===== config.mk =====
export PLATFORM = sky130hd
export DESIGN_NAME = btn_conditioner
export DESIGN_NICKNAME = d
export VERILOG_FILES = /design/src/rtl/btn_conditioner.sv
export SDC_FILE = /design/constraint.sdc
export NUM_CORES = 1
export LEC_CHECK = 0
export BUFFER_PORTS_ARGS = -buffer_cell sky130_fd_sc_hd__buf_2
export CORE_MARGIN = 2
export CORE_UTILIZATION = 30
export CTS_CLUSTER_DIAMETER = 60
export DETAILED_ROUTE_END_ITERATION = 6
export SETUP_SLACK_MARGIN = 0.15
export SLEW_MARGIN = 15
export SYNTH_ARGS = -nofsm -noshare
export SYNTH_HDL_FRONTEND = slang
export SYNTH_SLANG_ARGS = --single-unit

===== constraint.sdc =====
create_clock -name clk -period 2.83 [get_ports clk]
set_clock_uncertainty 0.1 [all_clocks]
set_input_delay 0.849 -clock clk [delete_from_list [all_inputs] [get_ports clk]]
set_output_delay 0.849 -clock clk [all_outputs]
set_load 0.01 [all_outputs]

===== src/rtl/btn_conditioner.sv =====
`default_nettype none
// ============================================================================
//  Module   : btn_conditioner
//  Purpose  : Per-channel button synchroniser, debouncer and strobe generator
//             (clean level, press / release strobes, auto-repeat strobes).
//             The release and repeat strobes are named release_pulse and
//             repeat_pulse because "release" and "repeat" are reserved words.
//  Revision : 1.0  initial release
// ============================================================================
module btn_conditioner #(
  parameter int NUM_BTN         = 5,
  parameter int DEBOUNCE_CYCLES = 160000,
  parameter int REPEAT_DELAY    = 16000000,
  parameter int REPEAT_PERIOD   = 3200000,
  parameter int BTN_ACTIVE_LOW  = 0
) (
  input  logic               clk,
  input  logic               rst_n,
  input  logic [NUM_BTN-1:0] btn,
  output logic [NUM_BTN-1:0] level,
  output logic [NUM_BTN-1:0] press,
  output logic [NUM_BTN-1:0] release_pulse,
  output logic [NUM_BTN-1:0] repeat_pulse
);

  localparam int DB_W    = $clog2(DEBOUNCE_CYCLES + 1);
  localparam int RPT_MAX = (REPEAT_DELAY > REPEAT_PERIOD) ? REPEAT_DELAY : REPEAT_PERIOD;
  localparam int RPT_W   = $clog2(RPT_MAX + 1);

  // Counters compare against "terminal minus one" so the accepting edge is
  // the one on which the count would reach its terminal value.
  localparam logic [DB_W-1:0]  DB_LAST     = DB_W'(DEBOUNCE_CYCLES - 1);
  localparam logic [RPT_W-1:0] DELAY_LAST  = RPT_W'((REPEAT_DELAY > 0) ? REPEAT_DELAY - 1 : 0);
  localparam logic [RPT_W-1:0] PERIOD_LAST = RPT_W'(REPEAT_PERIOD - 1);
  localparam logic             REPEAT_EN   = (REPEAT_DELAY > 0);

  typedef enum logic [1:0] {
    RPT_IDLE   = 2'd0,
    RPT_DELAY  = 2'd1,
    RPT_PERIOD = 2'd2
  } rpt_state_t;

  // Internal polarity: 1 always means "pressed".
  logic [NUM_BTN-1:0] btn_n;
  assign btn_n = btn ^ {NUM_BTN{BTN_ACTIVE_LOW != 0}};

  for (genvar i = 0; i < NUM_BTN; i++) begin : g_chan
    logic             s1;
    logic             s2;
    logic             lvl;
    logic             prs;
    logic             rls;
    logic             rpt;
    logic             rpt_nxt;
    logic [DB_W-1:0]  dcnt;
    logic [RPT_W-1:0] rcnt;
    logic [RPT_W-1:0] rcnt_nxt;
    rpt_state_t       state;
    rpt_state_t       state_nxt;
    logic             accept;
    logic             rise;
    logic             fall;

    // A change is taken on the edge where the debounce count would complete.
    assign accept = (s2 != lvl) && (dcnt == DB_LAST);
    assign rise   = accept &  s2;
    assign fall   = accept & ~s2;

    // Two-flop synchroniser for the asynchronous pin.
    always_ff @(posedge clk or negedge rst_n) begin
      if (!rst_n) begin
        s1 <= 1'b0;
        s2 <= 1'b0;
      end else begin
        s1 <= btn_n[i];
        s2 <= s1;
      end
    end

    // Debounce: count consecutive disagreeing cycles, accept on completion.
    always_ff @(posedge clk or negedge rst_n) begin
      if (!rst_n) begin
        dcnt <= '0;
        lvl  <= 1'b0;
        prs  <= 1'b0;
        rls  <= 1'b0;
      end else begin
        prs <= rise;
        rls <= fall;
        if (s2 == lvl) begin
          dcnt <= '0;
        end else if (accept) begin
          lvl  <= s2;
          dcnt <= '0;
        end else begin
          dcnt <= dcnt + 1'b1;
        end
      end
    end

    // Auto-repeat state and counter registers.
    always_ff @(posedge clk or negedge rst_n) begin
      if (!rst_n) begin
        state <= RPT_IDLE;
        rcnt  <= '0;
        rpt   <= 1'b0;
      end else begin
        state <= state_nxt;
        rcnt  <= rcnt_nxt;
        rpt   <= rpt_nxt;
      end
    end

    // Auto-repeat next state: a release always wins over a due repeat strobe.
    always_comb begin
      state_nxt = state;
      rcnt_nxt  = rcnt;
      rpt_nxt   = 1'b0;
      case (state)
        RPT_IDLE: begin
          if (rise && REPEAT_EN) begin
            state_nxt = RPT_DELAY;
            rcnt_nxt  = '0;
          end
        end
        RPT_DELAY: begin
          if (fall) begin
            state_nxt = RPT_IDLE;
            rcnt_nxt  = '0;
          end else if (rcnt == DELAY_LAST) begin
            state_nxt = RPT_PERIOD;
            rcnt_nxt  = '0;
            rpt_nxt   = 1'b1;
          end else begin
            rcnt_nxt  = rcnt + 1'b1;
          end
        end
        RPT_PERIOD: begin
          if (fall) begin
            state_nxt = RPT_IDLE;
            rcnt_nxt  = '0;
          end else if (rcnt == PERIOD_LAST) begin
            rcnt_nxt  = '0;
            rpt_nxt   = 1'b1;
          end else begin
            rcnt_nxt  = rcnt + 1'b1;
          end
        end
        default: begin
          state_nxt = RPT_IDLE;
          rcnt_nxt  = '0;
        end
      endcase
    end

    assign level[i]         = lvl;
    assign press[i]         = prs;
    assign release_pulse[i] = rls;
    assign repeat_pulse[i]  = rpt;
  end

endmodule
`default_nettype wire


# Word level (Yosys, flattened, before mapping)
# Cells that the tools add are included.
# W data, S select, Z words.
[op_classes]
n_addsub = 10
eq_ne = 50
n_mux = 90
bitwise = 20
n_reduce_logical = 20
[ops]
columns = ["operator", "n"]
rows = [
  ["$mux W24", 25],
  ["$pmux W24 S3", 5],
  ["$mux W18", 10],
  ["$add A24 B1 Y24 const B", 5],
  ["$eq A24 B22 Y1 const B", 5],
  ["$eq A24 B24 Y1 const B", 5],
  ["$add A18 B1 Y18 const B", 5],
  ["$eq A18 B18 Y1 const B", 5],
  ["$mux W2", 20],
  ["$pmux W2 S3", 5],
  ["$mux W1", 20],
  ["$ne A2 B2 Y1 const B", 10],
  ["$ne A3 B3 Y1 const B", 5],
  ["$reduce_and A3 Y1", 5],
  ["$and A1 B1 Y1", 10],
  ["$eq A2 B1 Y1 const B", 5],
  ["$eq A2 B2 Y1 const B", 5],
  ["$logic_not A2 Y1", 5],
  ["$not A1 Y1", 10],
  ["$pmux W1 S2", 5],
  ["$reduce_and A2 Y1", 5],
  ["$eq A1 B1 Y1", 5],
  ["$logic_and A1 B1 Y1", 5],
  ["$ne A1 B1 Y1", 5],
]
[totals]
reg_bits = 250
inputBits = 7
elab_cells = 235

# Longest topological paths before layout
# Gate-level depths: netlist (run 1).
[depth]
word_depth = 5
mapped_depth = 10
mapped_depth_nobuf = 7

# Worst setup path after synthesis (run 1)
# Ideal clock, no wire load.
[synth_timing]
path_kind = "register to register"
start = "register g_chan[0].rcnt[18]"
end = "register g_chan[0].rcnt[17]"
t_arrival_ns = 2.144
required_ns = 2.602
slack_ns = 0.458
path_stages_with_launch = 9
cell_sequence = "dfrtp_1 -> or4b_1 -> or3_1 -> o31a_1 -> o21a_1 -> buf_6 -> buf_6 -> a31oi_1 -> o31ai_1"
[synth_between]
elab_chain_len = 4
word_cells_on_any_way = 7
classes_between = "2 x eq/ne; 5 x mux"
[synth_rtl]
columns = ["element", "line_no", "text"]
rows = [
  ["from (decl)", "56", "logic [RPT_W-1:0] rcnt;"],
  ["from (signal assigned)", "109", "rcnt <= rcnt_nxt;"],
  ["$eq A24 B22 Y1 / $eq A24 B24 Y1 (equally long branches)", "142, 130", ""],
  ["$mux W24, on equally long branches", "142, 130", ""],
  ["$mux W24, on equally long branches", "139, 127", ""],
  ["$pmux W24 S3 *", "119", "case (state)"],
]
# Mark *: on every way between the ends. The rest lies on a longest branch, timed or not.
# A chain may end at the register's enable or synchronous reset.

# Worst setup path in the final report (run 1)
[layout_timing]
start = "register g_chan[0].dcnt[0]"
end = "register g_chan[0].rcnt[13]"
[layout_between]
elab_chain_len = 5
word_cells_on_any_way = 8
classes_between = "2 x eq/ne; 3 x mux; 2 x bitwise; 1 x reduce/logical"
[layout_rtl]
columns = ["element", "line_no", "text"]
rows = [
  ["from (decl)", "55", "logic [DB_W-1:0] dcnt;"],
  ["from (signal assigned)", "96", "dcnt <= dcnt + 1'b1;"],
  ["$eq A18 B18 Y1 *", "65", "assign accept = (s2 != lvl) && (dcnt == DB_LAST);"],
  ["$logic_and A1 B1 Y1 *", "65", ""],
  ["$and A1 B1 Y1", "67", "assign fall = accept & ~s2;"],
  ["$mux W24, on equally long branches", "139, 127", ""],
  ["$pmux W24 S3", "119", ""],
]
# Marks and branches as above.

==> results of run 1 <==
==> timing repair <==
action | in CTS | in global routing
resized for setup | 2 | 8
endpoints found under the setup margin | 5 | 39
gates cloned | 0 | 0
==> cell families (layout without fill, tap and decap cells) <==
kind of cell    Yosys count  in the layout  share of synthesized area (%)
flops                   250            250                           47.3
compound gates          209            209                           11.9
buf+inv                 113            165                           4.27
fa+ha+maj                25             25                           2.37
xor+xnor                 97             97                           6.43
mux                       3              3                          0.246
simple gates            730            730                           27.5
==> Yosys cell counts (all sizes together) (8+ instances only) <==
master	count	area share, %
and2	15	0.71
inv	48	1.4
nand4	48	2.3
clkbuf	28	0.79
nand3	160	6.1
xor2	47	3.1
nor4b	11	0.73
o41ai	8	0.59
or2	9	0.43
xnor2	50	3.3
nor3	36	1.4
or3	24	1.1
ha	25	2.4
a21o	10	0.57
a31oi	8	0.38
dfrtp	250	47
o311ai	51	3.4
o21ai	36	1.4
a21oi	19	0.78
buf	37	2.1
a22oi	11	0.62
nor2	157	4.5
nor4	18	0.97
or4	12	0.68
o31ai	20	1.3
nand2	175	5.0
o211ai	10	0.61
and3	30	1.4
==> critical path: stages, from the launching register on <==
cell,delay (ns)
dfrtp_1,0.37
ha_1,0.26
nand3_1,0.14
or3_1,0.40
o31ai_4,0.22
o211ai_2,0.10
buf_4,0.22
or4_1,0.52
nand3_1,0.10
==> power groups by stage <==
stage / registers (µW) / logic [µW] / clock network (µW)
floorplan: 3680 / 49.0 / 0
global placement: 3690 / 156 / 0
detailed placement: 3690 / 158 / 0
CTS: 3620 / 159 / 3940
global route: 3630 / 179 / 4080
finish: 3620 / 150 / 3810
==> layout make-up <==
| cell class | count | area (µm²) |
|---|---|---|
| Sequential cell | 250 | 6260 |
| Timing Repair Buffer | 64 | 475 |
| Tap cell | 585 | 732 |
| Fill cell | 4347 | 28200 |
| Clock buffer | 37 | 796 |
| Inverter | 48 | 180 |
| Clock inverter | 16 | 178 |
| Multi-Input combinational cell | 1064 | 6460 |
==> how the worst min path moves through the flow <==
| stage | slack (ns) | endpoint | from |
|---|---|---|---|
| 2_1_floorplan | 0.23 | g_chan[0].s2$_DFF_PN0_ | g_chan[0].s1$_DFF_PN0_ |
| 3_3_place_gp | 0.23 | g_chan[2].s2$_DFF_PN0_ | g_chan[2].s1$_DFF_PN0_ |
| 3_5_place_dp | 0.24 | g_chan[2].s2$_DFF_PN0_ | g_chan[2].s1$_DFF_PN0_ |
| 4_1_cts | 0.17 | g_chan[3].dcnt[1]$_DFF_PN0_ | rst_n |
| 5_1_grt | 0.19 | g_chan[2].rcnt[19]$_DFFE_PN0P_ | rst_n |
| 6_report | 0.15 | g_chan[3].s1$_DFF_PN0_ | rst_n |
==> placed cells by master (no fill, tap or decap), types with 25 or more instances in the layout <==
master	Yosys	final
dfrtp_1	250	250
nand2_1	174	172
nand3_1	159	159
nor2_1	157	157
xnor2_1	50	50
inv_1	48	48
nand4_1	48	48
xor2_1	47	47
nor3_1	35	35
o311ai_1	34	34
buf_4	20	34
and3_1	30	30
clkbuf_16	0	29
o21ai_0	27	27
ha_1	25	25
buf_2	10	25
==> routing by layer <==
metal / vias up / track usage [%] / routed length (µm) / share of wire (%)
li1: 5218 / - / - / -
met1: 5086 / 17.1 / 13800 / 50
met2: 137 / 19.2 / 12500 / 45
met3: 39 / 2.02 / 963 / 3.5
met4: 0 / 3.01 / 518 / 1.9
met5: - / 0 / 0 / 0
==> per-stage QoR <==
stage	setup slack (ns)	cell area (µm²)	cells	hold slack [ns]	util (%)
3_3_place_gp	0.218	14000	2011	0.233	32.5
2_1_floorplan	0.458	13200	1427	0.231	-
6_report	0.334	15100	2064	0.152	34.9
5_1_grt	0.133	15100	2064	0.194	34.9
3_5_place_dp	0.125	14000	2011	0.240	32.5
4_1_cts	0.194	15000	2064	0.169	34.8
==> impl_metrics.env, run 1 <==
export IMPL_routed_wl_mm=27.7
export IMPL_drt_first_pass_iters=5
export IMPL_tightest_slew_ns=0.795
export IMPL_slew_viol_final=0
export IMPL_postCtsSetupBuffers=0
export IMPL_cp_required_ns=3.23
export IMPL_drv_cap=0
export IMPL_crit_start="g_chan[0].dcnt[0]$_DFF_PN0_"
export IMPL_ir_worst_vdd_mv=0.431
export IMPL_cts_sinks=250
export IMPL_grt_max_degree=69
export IMPL_area_delta_synth_final_pct=14.1
export IMPL_rr_startpoint="g_chan[0].dcnt[0]$_DFF_PN0_"
export IMPL_p_int_uw=5900
export IMPL_layout_drive_gt1_share_pct=9.74
export IMPL_gp_congestion=0.815
export IMPL_first_iter_violations=561
export IMPL_power_density_nw_per_um2=503
export IMPL_setup_tns_final_ns=0
export IMPL_fin_crit_sh_pct=88.2
export IMPL_ant_nets=0
export IMPL_swShare_pct=22.2
export IMPL_clk_latency_ns=0.57
export IMPL_synthCells=1427
export IMPL_largest_reg_flops=120
export IMPL_tritoncts="done"
export IMPL_crit_type="reg2reg"
export IMPL_synth_async_reset_ratio_pct=100
export IMPL_critPathArrivalTime_ns=2.89
export IMPL_detail_route_wl_per_cell_um=13.4
export IMPL_overflow=0
export IMPL_syn_avg_cell_area_um2=9.26
export IMPL_maxSlewHeadroom_pct=47.0
export IMPL_timing_rr_end="g_chan[0].rcnt[13]$_DFFE_PN0P_"
export IMPL_antennaDiodeCount=0
export IMPL_rsz0062_at_grt="yes"
export IMPL_clk_pin_slew_worst_paths_ns=0.06
export IMPL_io_pins=27
export IMPL_rrSetupSlack_ns=0.33
export IMPL_dp_hpwl_mm=18.5
export IMPL_seq_area_frac_synth_pct=47.3
export IMPL_clock_path_buffers=3
export IMPL_die_w_um=214
export IMPL_ys_flop_type="dfrtp_1"
export IMPL_vias=10500
export IMPL_hold_violations=0
export IMPL_root_buffer="clkbuf_16"
export IMPL_die_h_um=214
export IMPL_num_rows=76
export IMPL_layout_nets=1489
export IMPL_drc=0
export IMPL_htreeDepth=1
export IMPL_largest_register="g_chan.rcnt"
export IMPL_synth_seq_cells=250
export IMPL_via_per_inst=5.08
export IMPL_p_leak_uw=0.00618
export IMPL_pwr_share_clk_pct=50.2
export IMPL_r2r_cells=8
export IMPL_p_total_uw=7580
export IMPL_reg_top3="g_chan.rcnt x120, g_chan.dcnt x90, g_chan.state x10"
export IMPL_p_sw_uw=1680
export IMPL_ys_warn_count=0
export IMPL_io_buffers=26
export IMPL_die_area_um2=45800
export IMPL_worst_setup_path_end_kind="register"
export IMPL_synth_area_um2=13200
export IMPL_synth_edff_count=0
export IMPL_status="finished clean"
export IMPL_syn_num_nets=1459
export IMPL_core_area_um2=43300
export IMPL_cts_buffers=29
export IMPL_grt_use_total_pct=12.1
export IMPL_ys_types=69
export IMPL_comb_power_share_pct=2.0
export IMPL_grt_pass1_vias=10100
export IMPL_fmax_ghz=0.401
export IMPL_critPathMaxFanout=22
export IMPL_start_util_pct=30.6
export IMPL_grt_pass1_wl_mm=48.6
export IMPL_seqPwrFrac_pct=47.8
export IMPL_antenna_found_initial=0
export IMPL_endpoint="g_chan[0].rcnt[13]$_DFFE_PN0P_"
export IMPL_fin_crit_ns=2.50
export IMPL_hp_class="in2async"
export IMPL_cts_hold_buffers=0
export IMPL_setup_viol=0
export IMPL_start_kind="register"
No activity file was read; power rests on OpenSTA's default activity.
==> run 2, diff against run 1 <==
--- a/config.mk
+++ b/config.mk
@@ -10,6 +10,7 @@
 export CORE_UTILIZATION = 30
 export CTS_CLUSTER_DIAMETER = 60
 export DETAILED_ROUTE_END_ITERATION = 6
+export GPL_TIMING_DRIVEN = 0
 export SETUP_SLACK_MARGIN = 0.15
 export SLEW_MARGIN = 15
 export SYNTH_ARGS = -nofsm -noshare
==> constraint.sdc (replaced) <==
create_clock -name clk -period 2.6 [get_ports clk]
set_clock_uncertainty 0.1 [all_clocks]
set_input_delay 0.78 -clock clk [delete_from_list [all_inputs] [get_ports clk]]
set_output_delay 0.78 -clock clk [all_outputs]
set_load 0.01 [all_outputs]
==> run 2 against run 1 <==
Die area did not move; global-route usage rose by 0.67 points; worst setup slack worse by 0.27 ns; core utilization grew 3.3 points; fmax shrank 1.5%; critical path depth is the same; first-iteration DRC count increased by 26%; design area rose by 9.5%; combinational power increased by 17%; total power rose by 12%; clock power rose by 14%; critical path type unchanged; largest cell class unchanged; highest routed layer unchanged.
==> impl_metrics.env, run 2 (synthesis results as in run 1) <==
export IMPL_status="finished clean"
export IMPL_path_buf_inv=2
export IMPL_drc=0
export IMPL_setup_tns_final_ns=0
export IMPL_cp_cell_sequence="or4b_1 > or3_4 > o31a_1 > o211ai_4 > buf_6 > buf_6 > nor3b_2 > a21o_1"
export IMPL_cts_sinks=250
export IMPL_tritoncts="done"
export IMPL_power_density_nw_per_um2=513
export IMPL_rsz0062_at_grt="yes"
export IMPL_routed_wl_mm=30.7
export IMPL_pwr_share_clk_pct=51.4
export IMPL_slowest_delay_ns=0.49
export IMPL_io_pins=27
export IMPL_p_leak_uw=0.00679
export IMPL_die_w_um=214
export IMPL_antenna_found_initial=0
export IMPL_antennaDiodeCount=0
export IMPL_slew_viol_final=0
export IMPL_cp_required_ns=2.95
export IMPL_maxSlewHeadroom_pct=57.8
export IMPL_seqPwrFrac_pct=46.5
export IMPL_crit_start="g_chan[0].rcnt[18]$_DFFE_PN0P_"
export IMPL_first_iter_violations=709
export IMPL_rr_startpoint="g_chan[0].rcnt[18]$_DFFE_PN0P_"
export IMPL_cts_buffers=30
export IMPL_ir_worst_vdd_mv=0.377
export IMPL_clk_pin_slew_worst_paths_ns=0.06
export IMPL_fin_crit_sh_pct=97.5
export IMPL_drt_first_pass_iters=5
export IMPL_grt_max_degree=95
export IMPL_clock_path_buffers=3
export IMPL_grt_pass1_vias=10700
export IMPL_area_delta_synth_final_pct=24.9
export IMPL_via_per_inst=5.16
export IMPL_setup_viol=0
export IMPL_fin_crit_ns=2.53
export IMPL_die_h_um=214
export IMPL_slowest_stage="or4b_1"
export IMPL_ant_nets=0
export IMPL_hold_violations=0
export IMPL_htreeDepth=1
export IMPL_layout_nets=1569
export IMPL_swShare_pct=21.9
export IMPL_crit_type="reg2reg"
export IMPL_root_buffer="clkbuf_16"
export IMPL_fmax_ghz=0.395
export IMPL_reg_top3="g_chan.rcnt x120, g_chan.dcnt x90, g_chan.state x10"
export IMPL_detail_route_wl_per_cell_um=14.3
export IMPL_cpMostUsedCell="buf_6"
export IMPL_hold_slack_ns=0.0865
export IMPL_cts_hold_buffers=0
export IMPL_start_kind="register"
export IMPL_start_util_pct=30.6
export IMPL_worst_setup_path_end_kind="register"
export IMPL_p_int_uw=6620
export IMPL_dp_hpwl_mm=19.0
export IMPL_drv_cap=0
export IMPL_gp_congestion=0.816
export IMPL_crit_family="simple AND/OR/NAND/NOR gates"
export IMPL_die_area_um2=45800
export IMPL_vias=11100
export IMPL_hp_class="in2async"
export IMPL_clk_latency_ns=0.56
export IMPL_layout_drive_gt1_share_pct=19.7
export IMPL_largest_register="g_chan.rcnt"
export IMPL_tightest_slew_ns=0.628
export IMPL_grt_use_total_pct=12.7
export IMPL_num_rows=76
export IMPL_layout_common_cells="245 x dfrtp_1, 169 x nand2_1, 153 x nor2_1, 145 x nand3_1, 66 x buf_4"
export IMPL_overflow=0
export IMPL_final_common_cell="dfrtp_1"
export IMPL_comb_power_share_pct=2.1
export IMPL_largest_reg_flops=120
export IMPL_core_area_um2=43300
export IMPL_io_buffers=26
export IMPL_critPathMaxFanout=4
export IMPL_grt_pass1_wl_mm=51.1
export IMPL_critPathArrivalTime_ns=2.88
export IMPL_p_sw_uw=1850
-- run 2: final cells by class --
cell class                 count  area, µm²
tap                          585        732
clock buffer                  43        881
fill                        4275      26800
timing repair buffer          79        641
sequential                   250       6260
multi-input combinational   1064       7180
buffer                        64        472
clock inverter                13        155
inverter                      48        180
-- run 2: worst register-to-register path, delay by kind of cell (launching register included) --
kind | cells | cell delay (ns)
AO/OA/AOI/OAI | 3 | 0.74
buffers and inverters | 2 | 0.28
flip-flops | 1 | 0.41
AND/OR/NAND/NOR | 3 | 0.89
-- run 2: metrics by stage --
step	setup slack (ns)	cells	utilization (%)	instance area (µm²)	power, µW
detailed placement	-0.279	2040	32.7	14100	4180
global placement	-4.12	2038	32.5	14100	4160
floorplan	0.228	1427	-	13200	4060
finish	0.0662	2146	38.2	16500	8470
CTS	0.0850	2121	36.2	15700	8630
global route	-0.0249	2146	38.2	16500	8790
-- run 2: path summary, 6_finish.rpt --
| kind | endpoint | slack (ns) | cells after the start |
|---|---|---|---|
| hold / removal | g_chan[3].dcnt[17]$_DFF_PN0_ | 0.09 | 1 |
| max in group asynchronous | g_chan[4].rcnt[20]$_DFFE_PN0P_ | 1.44 | 2 |
| hold reg to reg | g_chan[3].s2$_DFF_PN0_ | 0.25 | 0 |
| setup / recovery | g_chan[0].rcnt[2]$_DFFE_PN0P_ | 0.07 | 8 |
| min in group clk | g_chan[4].s1$_DFF_PN0_ | 0.23 | 1 |
| setup reg to reg | g_chan[0].rcnt[2]$_DFFE_PN0P_ | 0.07 | 8 |
-- run 2: layer usage --
layer / vias up / routed length [µm] / GRT usage [%]
li1: 5370 / - / -
met1: 5488 / 14700 / 17.4
met2: 157 / 14300 / 20.8
met3: 49 / 956 / 2.06
met4: 0 / 737 / 3.71
met5: - / 0 / 0
-- run 2: power by group through the flow --
stage | Clock, µW | Sequential, µW | Combinational, µW
finish | 4350 | 3940 | 175
detailed placement | 0 | 4010 | 167
global route | 4640 | 3940 | 207
global placement | 0 | 4010 | 153
CTS | 4510 | 3940 | 175
floorplan | 0 | 4010 | 53.3
-- run 2: timing repair --
| item | CTS | global route |
|---|---|---|
| gates resized for setup | 71 | 139 |
| buffers inserted | 23 | 23 |
| endpoints found under the setup margin | 131 | 159 |
| pin swaps | 13 | 29 |
| gates cloned | 2 | 3 |
